<file path="config.mk">
export PLATFORM = sky130hd
export DESIGN_NAME = ps2_keyboard_decoder
export DESIGN_NICKNAME = d
export VERILOG_FILES = /design/src/rtl/ps2_keyboard_decoder_pkg.sv /design/src/rtl/ps2_keyboard_decoder_scancode_map.sv /design/src/rtl/ps2_keyboard_decoder.sv
export SDC_FILE = /design/constraint.sdc
export NUM_CORES = 1
export LEC_CHECK = 0
export ABC_AREA = 1
export CAP_MARGIN = 0
export CORE_MARGIN = 4
export CORE_UTILIZATION = 50
export CTS_CLUSTER_DIAMETER = 200
export DETAILED_ROUTE_END_ITERATION = 16
export GPL_TIMING_DRIVEN = 1
export PLACE_DENSITY = 0.71
export SYNTH_ARGS = -nofsm -noshare
export SYNTH_HDL_FRONTEND = slang
export SYNTH_HIERARCHICAL = 1
export SYNTH_SLANG_ARGS = --single-unit
</file>
<file path="constraint.sdc">
create_clock -name clk -period 3.2 [get_ports clk]
set_input_delay 0.64 -clock clk [delete_from_list [all_inputs] [get_ports clk]]
set_output_delay 0.64 -clock clk [all_outputs]
set_load 0.02 [all_outputs]
</file>
<file path="src/rtl/ps2_keyboard_decoder_pkg.sv">
// ---------------------------------------------------------------------------
// ps2_keyboard_decoder_pkg
// Shared constants and types for the PS/2 keyboard decoder:
//   - PS/2 Set-2 prefix bytes and the keyboard reset command
//   - Hack keyboard codes for the non-printing keys
//   - state encodings for the init sequencer and the scan-code decoder
//   - letter_code(): case selection for letters
// Optional build macro: PS2_LOWERCASE_EN -- unshifted letters become 97-122
// instead of the Hack-standard 65-90.
// ---------------------------------------------------------------------------
package ps2_keyboard_decoder_pkg;

   localparam logic [7:0] SC_EXT    = 8'hE0;
   localparam logic [7:0] SC_BREAK  = 8'hF0;
   localparam logic [7:0] SC_PAUSE  = 8'hE1;
   localparam logic [7:0] SC_LSHIFT = 8'h12;
   localparam logic [7:0] SC_RSHIFT = 8'h59;
   localparam logic [7:0] CMD_RESET = 8'hFF;

   localparam logic [7:0] KEY_NEWLINE   = 8'd128;
   localparam logic [7:0] KEY_BACKSPACE = 8'd129;
   localparam logic [7:0] KEY_LEFT      = 8'd130;
   localparam logic [7:0] KEY_UP        = 8'd131;
   localparam logic [7:0] KEY_RIGHT     = 8'd132;
   localparam logic [7:0] KEY_DOWN      = 8'd133;
   localparam logic [7:0] KEY_HOME      = 8'd134;
   localparam logic [7:0] KEY_END       = 8'd135;
   localparam logic [7:0] KEY_PGUP      = 8'd136;
   localparam logic [7:0] KEY_PGDN      = 8'd137;
   localparam logic [7:0] KEY_INSERT    = 8'd138;
   localparam logic [7:0] KEY_DELETE    = 8'd139;
   localparam logic [7:0] KEY_ESC       = 8'd140;
   localparam logic [7:0] KEY_F1        = 8'd141;
   localparam logic [7:0] KEY_F2        = 8'd142;
   localparam logic [7:0] KEY_F3        = 8'd143;
   localparam logic [7:0] KEY_F4        = 8'd144;
   localparam logic [7:0] KEY_F5        = 8'd145;
   localparam logic [7:0] KEY_F6        = 8'd146;
   localparam logic [7:0] KEY_F7        = 8'd147;
   localparam logic [7:0] KEY_F8        = 8'd148;
   localparam logic [7:0] KEY_F9        = 8'd149;
   localparam logic [7:0] KEY_F10       = 8'd150;
   localparam logic [7:0] KEY_F11       = 8'd151;
   localparam logic [7:0] KEY_F12       = 8'd152;

   // Offset added to an uppercase letter when no shift key is held.
`ifdef PS2_LOWERCASE_EN
   localparam logic [7:0] LOWER_OFFSET = 8'd32;
`else
   localparam logic [7:0] LOWER_OFFSET = 8'd0;
`endif

   // Init sequencer: wait after reset, send 0xFF once, then stay done.
   typedef enum logic [1:0] {
      S_INIT_WAIT,
      S_INIT_SEND,
      S_INIT_DONE
   } init_state_t;

   // Scan-code decoder: tracks the prefix bytes of the current sequence.
   typedef enum logic [2:0] {
      S_IDLE,
      S_EXT,
      S_BREAK,
      S_EXT_BREAK,
      S_SKIP
   } dec_state_t;

   function automatic logic [7:0] letter_code(input logic [7:0] upper, input logic shift);
      return shift ? upper : (upper + LOWER_OFFSET);
   endfunction

   // Keyboard responses (ACK, BAT ok, echo, resend, errors) carry no key.
   function automatic logic is_response_byte(input logic [7:0] b);
      return (b == 8'hFA) || (b == 8'hAA) || (b == 8'hEE) ||
             (b == 8'hFE) || (b == 8'h00) || (b == 8'hFF);
   endfunction

endpackage

</file>
<file path="src/rtl/ps2_keyboard_decoder_scancode_map.sv">
// ---------------------------------------------------------------------------
// ps2_scancode_map
// Combinational PS/2 Set-2 scan code -> Hack key code lookup (US layout).
// Ports:
//   i_extended  in  1  byte was preceded by the E0 prefix
//   i_shift     in  1  a shift key is held
//   i_byte      in  8  scan-code byte
//   o_valid     out 1  the key has a Hack code
//   o_code      out 8  Hack key code (0 when o_valid=0)
// Optional build macro: PS2_LOWERCASE_EN (letter case, via letter_code()).
// ---------------------------------------------------------------------------
module ps2_scancode_map
   import ps2_keyboard_decoder_pkg::*;
(
   input  logic       i_extended,
   input  logic       i_shift,
   input  logic [7:0] i_byte,
   output logic       o_valid,
   output logic [7:0] o_code
);

   always_comb begin
      o_valid = 1'b1;
      o_code  = 8'd0;
      if (i_extended) begin
         case (i_byte)
            8'h5A:   o_code = KEY_NEWLINE;
            8'h6B:   o_code = KEY_LEFT;
            8'h75:   o_code = KEY_UP;
            8'h74:   o_code = KEY_RIGHT;
            8'h72:   o_code = KEY_DOWN;
            8'h6C:   o_code = KEY_HOME;
            8'h69:   o_code = KEY_END;
            8'h7D:   o_code = KEY_PGUP;
            8'h7A:   o_code = KEY_PGDN;
            8'h70:   o_code = KEY_INSERT;
            8'h71:   o_code = KEY_DELETE;
            default: o_valid = 1'b0;
         endcase
      end else begin
         case (i_byte)
            8'h1C:   o_code = letter_code(8'd65, i_shift);  // A
            8'h32:   o_code = letter_code(8'd66, i_shift);
            8'h21:   o_code = letter_code(8'd67, i_shift);
            8'h23:   o_code = letter_code(8'd68, i_shift);
            8'h24:   o_code = letter_code(8'd69, i_shift);
            8'h2B:   o_code = letter_code(8'd70, i_shift);
            8'h34:   o_code = letter_code(8'd71, i_shift);
            8'h33:   o_code = letter_code(8'd72, i_shift);
            8'h43:   o_code = letter_code(8'd73, i_shift);
            8'h3B:   o_code = letter_code(8'd74, i_shift);
            8'h42:   o_code = letter_code(8'd75, i_shift);
            8'h4B:   o_code = letter_code(8'd76, i_shift);
            8'h3A:   o_code = letter_code(8'd77, i_shift);
            8'h31:   o_code = letter_code(8'd78, i_shift);
            8'h44:   o_code = letter_code(8'd79, i_shift);
            8'h4D:   o_code = letter_code(8'd80, i_shift);
            8'h15:   o_code = letter_code(8'd81, i_shift);
            8'h2D:   o_code = letter_code(8'd82, i_shift);
            8'h1B:   o_code = letter_code(8'd83, i_shift);
            8'h2C:   o_code = letter_code(8'd84, i_shift);
            8'h3C:   o_code = letter_code(8'd85, i_shift);
            8'h2A:   o_code = letter_code(8'd86, i_shift);
            8'h1D:   o_code = letter_code(8'd87, i_shift);
            8'h22:   o_code = letter_code(8'd88, i_shift);
            8'h35:   o_code = letter_code(8'd89, i_shift);
            8'h1A:   o_code = letter_code(8'd90, i_shift);  // Z
            8'h45:   o_code = i_shift ? 8'd41  : 8'd48;     // ) 0
            8'h16:   o_code = i_shift ? 8'd33  : 8'd49;     // ! 1
            8'h1E:   o_code = i_shift ? 8'd64  : 8'd50;     // @ 2
            8'h26:   o_code = i_shift ? 8'd35  : 8'd51;     // # 3
            8'h25:   o_code = i_shift ? 8'd36  : 8'd52;     // $ 4
            8'h2E:   o_code = i_shift ? 8'd37  : 8'd53;     // % 5
            8'h36:   o_code = i_shift ? 8'd94  : 8'd54;     // ^ 6
            8'h3D:   o_code = i_shift ? 8'd38  : 8'd55;     // & 7
            8'h3E:   o_code = i_shift ? 8'd42  : 8'd56;     // * 8
            8'h46:   o_code = i_shift ? 8'd40  : 8'd57;     // ( 9
            8'h0E:   o_code = i_shift ? 8'd126 : 8'd96;     // ~ `
            8'h4E:   o_code = i_shift ? 8'd95  : 8'd45;     // _ -
            8'h55:   o_code = i_shift ? 8'd43  : 8'd61;     // + =
            8'h5D:   o_code = i_shift ? 8'd124 : 8'd92;     // | backslash
            8'h54:   o_code = i_shift ? 8'd123 : 8'd91;     // { [
            8'h5B:   o_code = i_shift ? 8'd125 : 8'd93;     // } ]
            8'h4C:   o_code = i_shift ? 8'd58  : 8'd59;     // : ;
            8'h52:   o_code = i_shift ? 8'd34  : 8'd39;     // " '
            8'h41:   o_code = i_shift ? 8'd60  : 8'd44;     // < ,
            8'h49:   o_code = i_shift ? 8'd62  : 8'd46;     // > .
            8'h4A:   o_code = i_shift ? 8'd63  : 8'd47;     // ? /
            8'h29:   o_code = 8'd32;
            8'h5A:   o_code = KEY_NEWLINE;
            8'h66:   o_code = KEY_BACKSPACE;
            8'h76:   o_code = KEY_ESC;
            8'h05:   o_code = KEY_F1;
            8'h06:   o_code = KEY_F2;
            8'h04:   o_code = KEY_F3;
            8'h0C:   o_code = KEY_F4;
            8'h03:   o_code = KEY_F5;
            8'h0B:   o_code = KEY_F6;
            8'h83:   o_code = KEY_F7;
            8'h0A:   o_code = KEY_F8;
            8'h01:   o_code = KEY_F9;
            8'h09:   o_code = KEY_F10;
            8'h78:   o_code = KEY_F11;
            8'h07:   o_code = KEY_F12;
            default: o_valid = 1'b0;
         endcase
      end
   end

endmodule

</file>
<file path="src/rtl/ps2_keyboard_decoder.sv">
// ---------------------------------------------------------------------------
// ps2_keyboard_decoder
// Turns received PS/2 Set-2 scan-code bytes into the Hack KBD value and sends
// the keyboard reset command (0xFF) once, INIT_DELAY cycles after reset.
// Ports:
//   clk          in  1   system clock (12 MHz)
//   reset        in  1   synchronous active-high reset
//   ps2_read     in  1   one-cycle strobe, ps2_rx_data valid
//   ps2_rx_data  in  8   received byte
//   ps2_busy     in  1   receiver/transmitter not idle
//   ps2_write    out 1   one-cycle transmit request
//   ps2_tx_data  out 8   byte to transmit (always 0xFF)
//   key_code     out 16  Hack key code, 0 when no key held
// Optional build macro: PS2_LOWERCASE_EN (lowercase letters when unshifted).
// ---------------------------------------------------------------------------
module ps2_keyboard_decoder
   import ps2_keyboard_decoder_pkg::*;
#(
   parameter logic [23:0] INIT_DELAY = 24'd6000000,
   parameter logic [2:0]  PAUSE_SKIP = 3'd7
) (
   input  logic        clk,
   input  logic        reset,
   input  logic        ps2_read,
   input  logic [7:0]  ps2_rx_data,
   input  logic        ps2_busy,
   output logic        ps2_write,
   output logic [7:0]  ps2_tx_data,
   output logic [15:0] key_code
);

   init_state_t r_init_state, w_init_state_next;
   logic [23:0] r_init_cnt,   w_init_cnt_next;
   dec_state_t  r_dec_state,  w_dec_state_next;
   logic [2:0]  r_skip_cnt,   w_skip_cnt_next;
   logic        r_shift_l,    w_shift_l_next;
   logic        r_shift_r,    w_shift_r_next;
   logic [7:0]  r_key_code,   w_key_code_next;

   logic        w_write;
   logic        w_extended;
   logic        w_make;
   logic        w_break;
   logic        w_is_shift_byte;
   logic        w_map_valid;
   logic [7:0]  w_map_code;

   ps2_scancode_map u_map (
      .i_extended (w_extended),
      .i_shift    (r_shift_l | r_shift_r),
      .i_byte     (ps2_rx_data),
      .o_valid    (w_map_valid),
      .o_code     (w_map_code)
   );

   always_ff @(posedge clk) begin
      if (reset) begin
         r_init_state <= S_INIT_WAIT;
         r_init_cnt   <= 24'd0;
         r_dec_state  <= S_IDLE;
         r_skip_cnt   <= 3'd0;
         r_shift_l    <= 1'b0;
         r_shift_r    <= 1'b0;
         r_key_code   <= 8'd0;
      end else begin
         r_init_state <= w_init_state_next;
         r_init_cnt   <= w_init_cnt_next;
         r_dec_state  <= w_dec_state_next;
         r_skip_cnt   <= w_skip_cnt_next;
         r_shift_l    <= w_shift_l_next;
         r_shift_r    <= w_shift_r_next;
         r_key_code   <= w_key_code_next;
      end
   end

   // Init sequencer runs independently of decoding, so bytes arriving while
   // it waits are still decoded.
   always_comb begin
      w_init_state_next = r_init_state;
      w_init_cnt_next   = r_init_cnt;
      w_write           = 1'b0;
      case (r_init_state)
         S_INIT_WAIT: begin
            if (r_init_cnt >= INIT_DELAY - 24'd1) begin
               w_init_state_next = S_INIT_SEND;
            end else begin
               w_init_cnt_next = r_init_cnt + 24'd1;
            end
         end
         S_INIT_SEND: begin
            if (!ps2_busy) begin
               w_write           = 1'b1;
               w_init_state_next = S_INIT_DONE;
            end
         end
         default: ;
      endcase
   end

   // Prefix tracking: decides whether this strobe completes a make or break.
   always_comb begin
      w_dec_state_next = r_dec_state;
      w_skip_cnt_next  = r_skip_cnt;
      w_extended       = 1'b0;
      w_make           = 1'b0;
      w_break          = 1'b0;
      case (r_dec_state)
         S_IDLE: begin
            if (ps2_read) begin
               if (ps2_rx_data == SC_EXT) begin
                  w_dec_state_next = S_EXT;
               end else if (ps2_rx_data == SC_BREAK) begin
                  w_dec_state_next = S_BREAK;
               end else if (ps2_rx_data == SC_PAUSE) begin
                  w_dec_state_next = S_SKIP;
                  w_skip_cnt_next  = PAUSE_SKIP;
               end else if (!is_response_byte(ps2_rx_data)) begin
                  w_make = 1'b1;
               end
            end
         end
         S_EXT: begin
            w_extended = 1'b1;
            if (ps2_read) begin
               if (ps2_rx_data == SC_BREAK) begin
                  w_dec_state_next = S_EXT_BREAK;
               end else begin
                  w_make           = 1'b1;
                  w_dec_state_next = S_IDLE;
               end
            end
         end
         S_BREAK: begin
            if (ps2_read) begin
               w_break          = 1'b1;
               w_dec_state_next = S_IDLE;
            end
         end
         S_EXT_BREAK: begin
            w_extended = 1'b1;
            if (ps2_read) begin
               w_break          = 1'b1;
               w_dec_state_next = S_IDLE;
            end
         end
         S_SKIP: begin
            if (ps2_read) begin
               w_skip_cnt_next = r_skip_cnt - 3'd1;
               if (r_skip_cnt <= 3'd1) begin
                  w_dec_state_next = S_IDLE;
               end
            end
         end
         default: w_dec_state_next = S_IDLE;
      endcase
   end

   assign w_is_shift_byte = (ps2_rx_data == SC_LSHIFT) || (ps2_rx_data == SC_RSHIFT);

   // Apply a completed make/break. Extended shift codes are the "fake shift"
   // bytes some keys emit and must not touch the real shift flags.
   always_comb begin
      w_shift_l_next  = r_shift_l;
      w_shift_r_next  = r_shift_r;
      w_key_code_next = r_key_code;
      if (w_make || w_break) begin
         if (w_is_shift_byte) begin
            if (!w_extended) begin
               if (ps2_rx_data == SC_LSHIFT) begin
                  w_shift_l_next = w_make;
               end else begin
                  w_shift_r_next = w_make;
               end
            end
         end else if (w_map_valid) begin
            if (w_make) begin
               w_key_code_next = w_map_code;
            end else if (w_map_code == r_key_code) begin
               // Only releasing the most recently pressed key clears it.
               w_key_code_next = 8'd0;
            end
         end
      end
   end

   assign ps2_write   = w_write;
   assign ps2_tx_data = CMD_RESET;
   assign key_code    = {8'd0, r_key_code};

endmodule

</file>
After elaboration in Yosys (flattened, before gate mapping). Cells that the tools add are included. W data, S select, Z words.

Input bits: 12. Register bits after elaboration: 42. Logic and storage cells: 201.

Add/sub/neg operators: 2. Mux-type cells: 61. Reductions and logical operators: 24. Equality and inequality tests: 100. $lt $le $gt $ge: 2. Bitwise operators: 5.

Operator list (number): $pmux W8 S63 (1); $eq A8 B7 Y1 const B (32); $eq A8 B6 Y1 const B (23); $pmux W8 S11 (1); $eq A8 B8 Y1 const B (9); $mux W5 (13); $eq A8 B5 Y1 const B (8); $reduce_or A63 Y1 (1); $mux W3 (14); $eq A8 B4 Y1 const B (5); $eq A8 B3 Y1 const B (4); $add A24 B1 Y24 const B (1); $ge A24 B23 Y1 const B (1); $mux W8 (3); $mux W7 (3); $mux W6 (3); $ne A2 B2 Y1 const B (9); $mux W1 (16); $pmux W3 S4 (1); $reduce_and A4 Y1 (3); $reduce_and A6 Y1 (2); $reduce_or A11 Y1 (1); $eq A8 B1 Y1 const B (1); $eq A8 B2 Y1 const B (1); other kinds (23) (38).

Depth between registers and ports, before layout.
Word-level depth: 14. Mapped depth: 19.

Hierarchy. The synthesis kept the hierarchy.

Modules (own cells, without submodules): ps2_keyboard_decoder (cells each 420, area an instance 2920.3 sq um, times used 1); ps2_scancode_map (cells each 334, area an instance 1398.8 sq um, times used 1).

Worst setup path after synthesis. Ideal clock, no wire load.

Path kind: in2reg. Start point: in ps2_rx_data[7]. End point: reg r_key_code[0]. Buffers on the path: 0. Cell stages on the path: 18. Data required time: 3057 ps. Slack: 694 ps. Arrival: 2364 ps. Setup time: 143 ps. Path through: inv_1 > nand2_1 > nor2_1 > nand2_1 > nand2_1 > inv_2 > nand2_1 > nor2_1 > nand2_1 > nor2_1 > nand2_1 > nand2_1 > nand2_1 > inv_1 > nor2_2 > nand3_2 > nand3_1 > a21oi_1.

RTL lines: start: declaration (line ps2_keyboard_decoder.sv:25) `input logic [7:0] ps2_rx_data,`; $eq A8 B5 Y1 (tied with other cells) (line ps2_keyboard_decoder_scancode_map.sv:41) `case (i_byte)`; $reduce_or A63 Y1 (no source line) / $reduce_or A11 Y1 (equally long branches); $mux W1, on equally long branches (line ps2_keyboard_decoder_scancode_map.sv:41, ps2_keyboard_decoder_scancode_map.sv:26); $mux W1 * (line ps2_keyboard_decoder_scancode_map.sv:25) `if (i_extended) begin`; net w_map_valid (line ps2_keyboard_decoder.sv:45) `logic w_map_valid;`; $reduce_and A4 Y1 (no source line) *; end signal: assignment (line ps2_keyboard_decoder.sv:72) `r_key_code <= w_key_code_next;`; end: declaration (line ps2_keyboard_decoder.sv:38) `logic [7:0] r_key_code, w_key_code_next;`.

The timed path passes the listed nets; every way through them passes the cells marked *. A chain may end at the register's enable or synchronous reset.

Worst setup path in the final report.
Start point: in ps2_rx_data[3]. End point: reg r_key_code[4].

RTL lines: $eq A8 B3 Y1 (tied with other cells) (line ps2_keyboard_decoder_scancode_map.sv:41); $pmux W8 S63 / $pmux W8 S11 (equally long branches) (line ps2_keyboard_decoder_scancode_map.sv:41, ps2_keyboard_decoder_scancode_map.sv:26); $mux W8 * (line ps2_keyboard_decoder_scancode_map.sv:25); net w_map_code[7] (line ps2_keyboard_decoder.sv:46) `logic [7:0] w_map_code;`; $eq A8 B8 Y1 * (line ps2_keyboard_decoder.sv:178) `end else if (w_map_code == r_key_code) begin`; $reduce_bool A2 Y1 (no source line) *; $reduce_and A4 Y1 (no source line) *.

Marked as above.

==> impl_metrics.toml <==
[route]
drc = 0
wl_per_cell_um = 15.3
wl_um = 14700
vias = 5294
via_per_inst = 5.51
ant_nets = 0
dr.pass1.iters = 5
drtIter0Drc = 484

[critical_path]
end_kind = "register"
crit_required_ns = 3.37
arrival_ns = 3.22
cp_cell_sequence = "clkdlybuf4s50_1 > inv_1 > nand2_1 > nor2_1 > nand3_1 > nand3_1 > nor2_2 > nor3b_1 > o21ai_0 > xor2_1 > nor3_2 > nand3_4 > nand3_1 > a21oi_1"
slowest_delay_ns = 0.45
worstSetupPathType = "in2reg"
crit_family = "simple AND/OR/NAND/NOR gates"
slowest_stage = "clkdlybuf4s50_1"
path_max_fanout = 8
crit_cells = 14
reg2reg_depth = 14
start_kind = "input pin"
cpMostUsedCell = "nand3_1"
crit_buf_inv = 2

[placed_design]
dpl-instance-area_mm2 = 0.00516
place_ws_ns = -0.332
hpwl_um = 11800
port_buffers = 20
gp_congestion = 1.04

[power_and_ir_drop]
p_seq_share_pct = 36.9
internal_power_mw = 0.952
p_clk_share_pct = 22.7
switching_share_pct = 41.4
power.leakage_nw = 2.51
comb_power_share_pct = 40.4
ir_worst_vdd_uv = 499
switchingPower_mw = 0.673
power.density_mw_per_mm2 = 301

[min_path]
hold_class = "reg2reg"
min_path_cells = 2

[run_status]
status = "complete, no violations"

[global_route]
grt_pass1_wl_um = 24200
grt_max_degree = 30
grt_overflow = 0
grt_pass1_vias = 5066
antenna_found_initial = 0
track_usage_pct = 29.5

[logic_synthesis]
synth_cells = 754
synth_top_area_share_pct = 19.5
ys_ff_latch = 42
synth_area_leaders = "dfxtp_1, nand2_1, nor2_1"
synth_xor_area_share_pct = 3.65
synth-main-ff-cell = "dfxtp_1"
synthTopCellsByCount = "nand2_1, nor2_1, inv_1"
synthMuxAreaShare_pct = 0
synthSimpleGateAreaFrac_pct = 50.9
synthAdderAreaFrac_pct = 0.869
synth_warnings = 6
ys_async_sr_fraction_pct = 0
syn_area_mm2 = 0.00432
ys_seq_area_share_pct = 19.5
syn_area_per_cell_um2 = 5.73
synth_top_family_by_area = "simple AND/OR/NAND/NOR gates"
yosys.area.top_type = "dfxtp_1"
synth_compound_area_share_pct = 13.8
yosysUniqueCellTypes = 43
synth_edf_count = 0
yosysMostFrequentCell = "nand2_1"

[cells_and_area]
area_growth_pct = 24.9
nets = 869
drive_gt1_share_pct = 22.1
design_area_mm2 = 0.00539
seqCellArea_um2 = 841
n_antenna_cell = 0
n_fill_cell = 804
multi_input_area_mm2 = 0.00318

[sta]
slew_headroom_pct = 60.6
final.min_clock_period_ns = 3.05
fin_crit_sh_pct = 95.2
setup_viol = 0
fmax_mhz = 328
tightestPinTransition_ns = 0.590
fin_ws_ns = 0.152
finalHoldViolations = 0
skew_ns = 0.00603
slew_violations = 0

[clocking]
clock-root-buffer = "clkbuf_8"
insertion_delay_ns = 0.30
cts_sinks = 42
h-tree-depth = 2
cts_made_buffers = 5
cts_tree = "yes"
clk_pin_slew_ns = 0.08
post_cts_buffers = 0
clockBufferDepth = 2

[floorplanning]
start_util_pct = 52.0
die_h_um = 101
die-area_mm2 = 0.0102
io_pins = 37
coreArea_mm2 = 0.00830
rows = 33
die_x_um = 101

[job]
maxCapViolCount = 0
## power groups by stage
| stage | Sequential [mW] | Combinational (mW) | Clock (mW) |
|---|---|---|---|
| final | 0.599 | 0.657 | 0.369 |
| after global routing | 0.605 | 0.725 | 0.406 |
| after CTS | 0.598 | 0.620 | 0.379 |
| after detailed placement | 0.610 | 0.617 | 0 |
| after global placement | 0.609 | 0.602 | 0 |
| after floorplan | 0.606 | 0.418 | 0 |
## cell type report
type / instances / share of cell area (%)
inverters: 69 / 4.80
clock inverters: 2 / 0.232
repair buffers: 110 / 16.5
multi-input cells: 626 / 58.9
clock buffers: 6 / 1.53
well taps: 105 / 2.44
flip-flops and latches: 42 / 15.6
## cells by family after synthesis
kind of cell    count (synthesis)
simple gates                  489
xor+xnor                       18
buf+inv                       100
fa+ha+maj                       3
flops                          42
other cells                     2
compound gates                100
## worst min-delay path: stages (launching register included)
cell	delay, ns
dfxtp_1	0.31
inv_1	0.07
nor2_1	0.04
## cell usage in the layout (no fill, tap or decap), types with 3 or more instances in the layout
cell type / count
a211oi_1: 3
a21oi_1: 28
a21oi_2: 18
buf_4: 90
clkbuf_8: 6
clkdlybuf4s50_1: 13
conb_1: 16
dfxtp_1: 42
dlymetal6s2s_1: 6
ha_1: 3
inv_1: 60
inv_2: 8
nand2_1: 191
nand2_2: 13
nand3_1: 59
nand3_2: 11
nand3_4: 3
nand3b_1: 3
nand4_1: 18
nor2_1: 128
nor2_2: 20
nor2_4: 5
nor3_1: 22
nor3_2: 6
o211ai_1: 3
o21ai_0: 33
o21ai_1: 4
o22ai_1: 3
o31ai_1: 3
xnor2_1: 7
xor2_1: 11
## timing repair
action,in CTS,in global routing
pin swaps,0,1
resized for setup,4,43
hold buffers,0,0
hold endpoints to repair,0,0
gates cloned,0,0
setup endpoints to repair,8,8
## stage by stage
stage                     util (%)  hold WS, ns  TNS (ns)  std cells  power [mW]
after floorplan                  -        0.424         0        768        1.02
after global placement        62.2        0.441     -2.10        952        1.21
after detailed placement      62.2        0.445     -2.60        952        1.23
after CTS                     63.4        0.461         0        960        1.60
after global routing          65.0        0.499   -0.0341        960        1.74
final                         65.0        0.459         0        960        1.62
## routing by layer
metal | GRT usage, % | vias to the layer above | part of all wire (%)
li1 | - | 2633 | -
met1 | 40.0 | 2400 | 45
met2 | 47.2 | 232 | 46
met3 | 5.88 | 29 | 7.6
met4 | 9.20 | 0 | 2.2
met5 | 0 | - | 0
## registers in the layout, summed over array words and instances (netlist names)
register      cells
r_init_state      2
r_init_cnt       24
r_shift_l         1
r_key_code        8
r_skip_cnt        3
r_shift_r         1
r_dec_state       3
## final timing paths
check | to | slack (ns) | startpoint
max | r_key_code[4] | 0.15 | ps2_rx_data[3]
min | r_init_cnt[23] | 0.46 | r_init_cnt[23]
max reg2reg | r_key_code[4] | 0.66 | r_shift_l
min reg2reg | r_init_cnt[23] | 0.46 | r_init_cnt[23]
No activity file was read; power rests on OpenSTA's default activity.
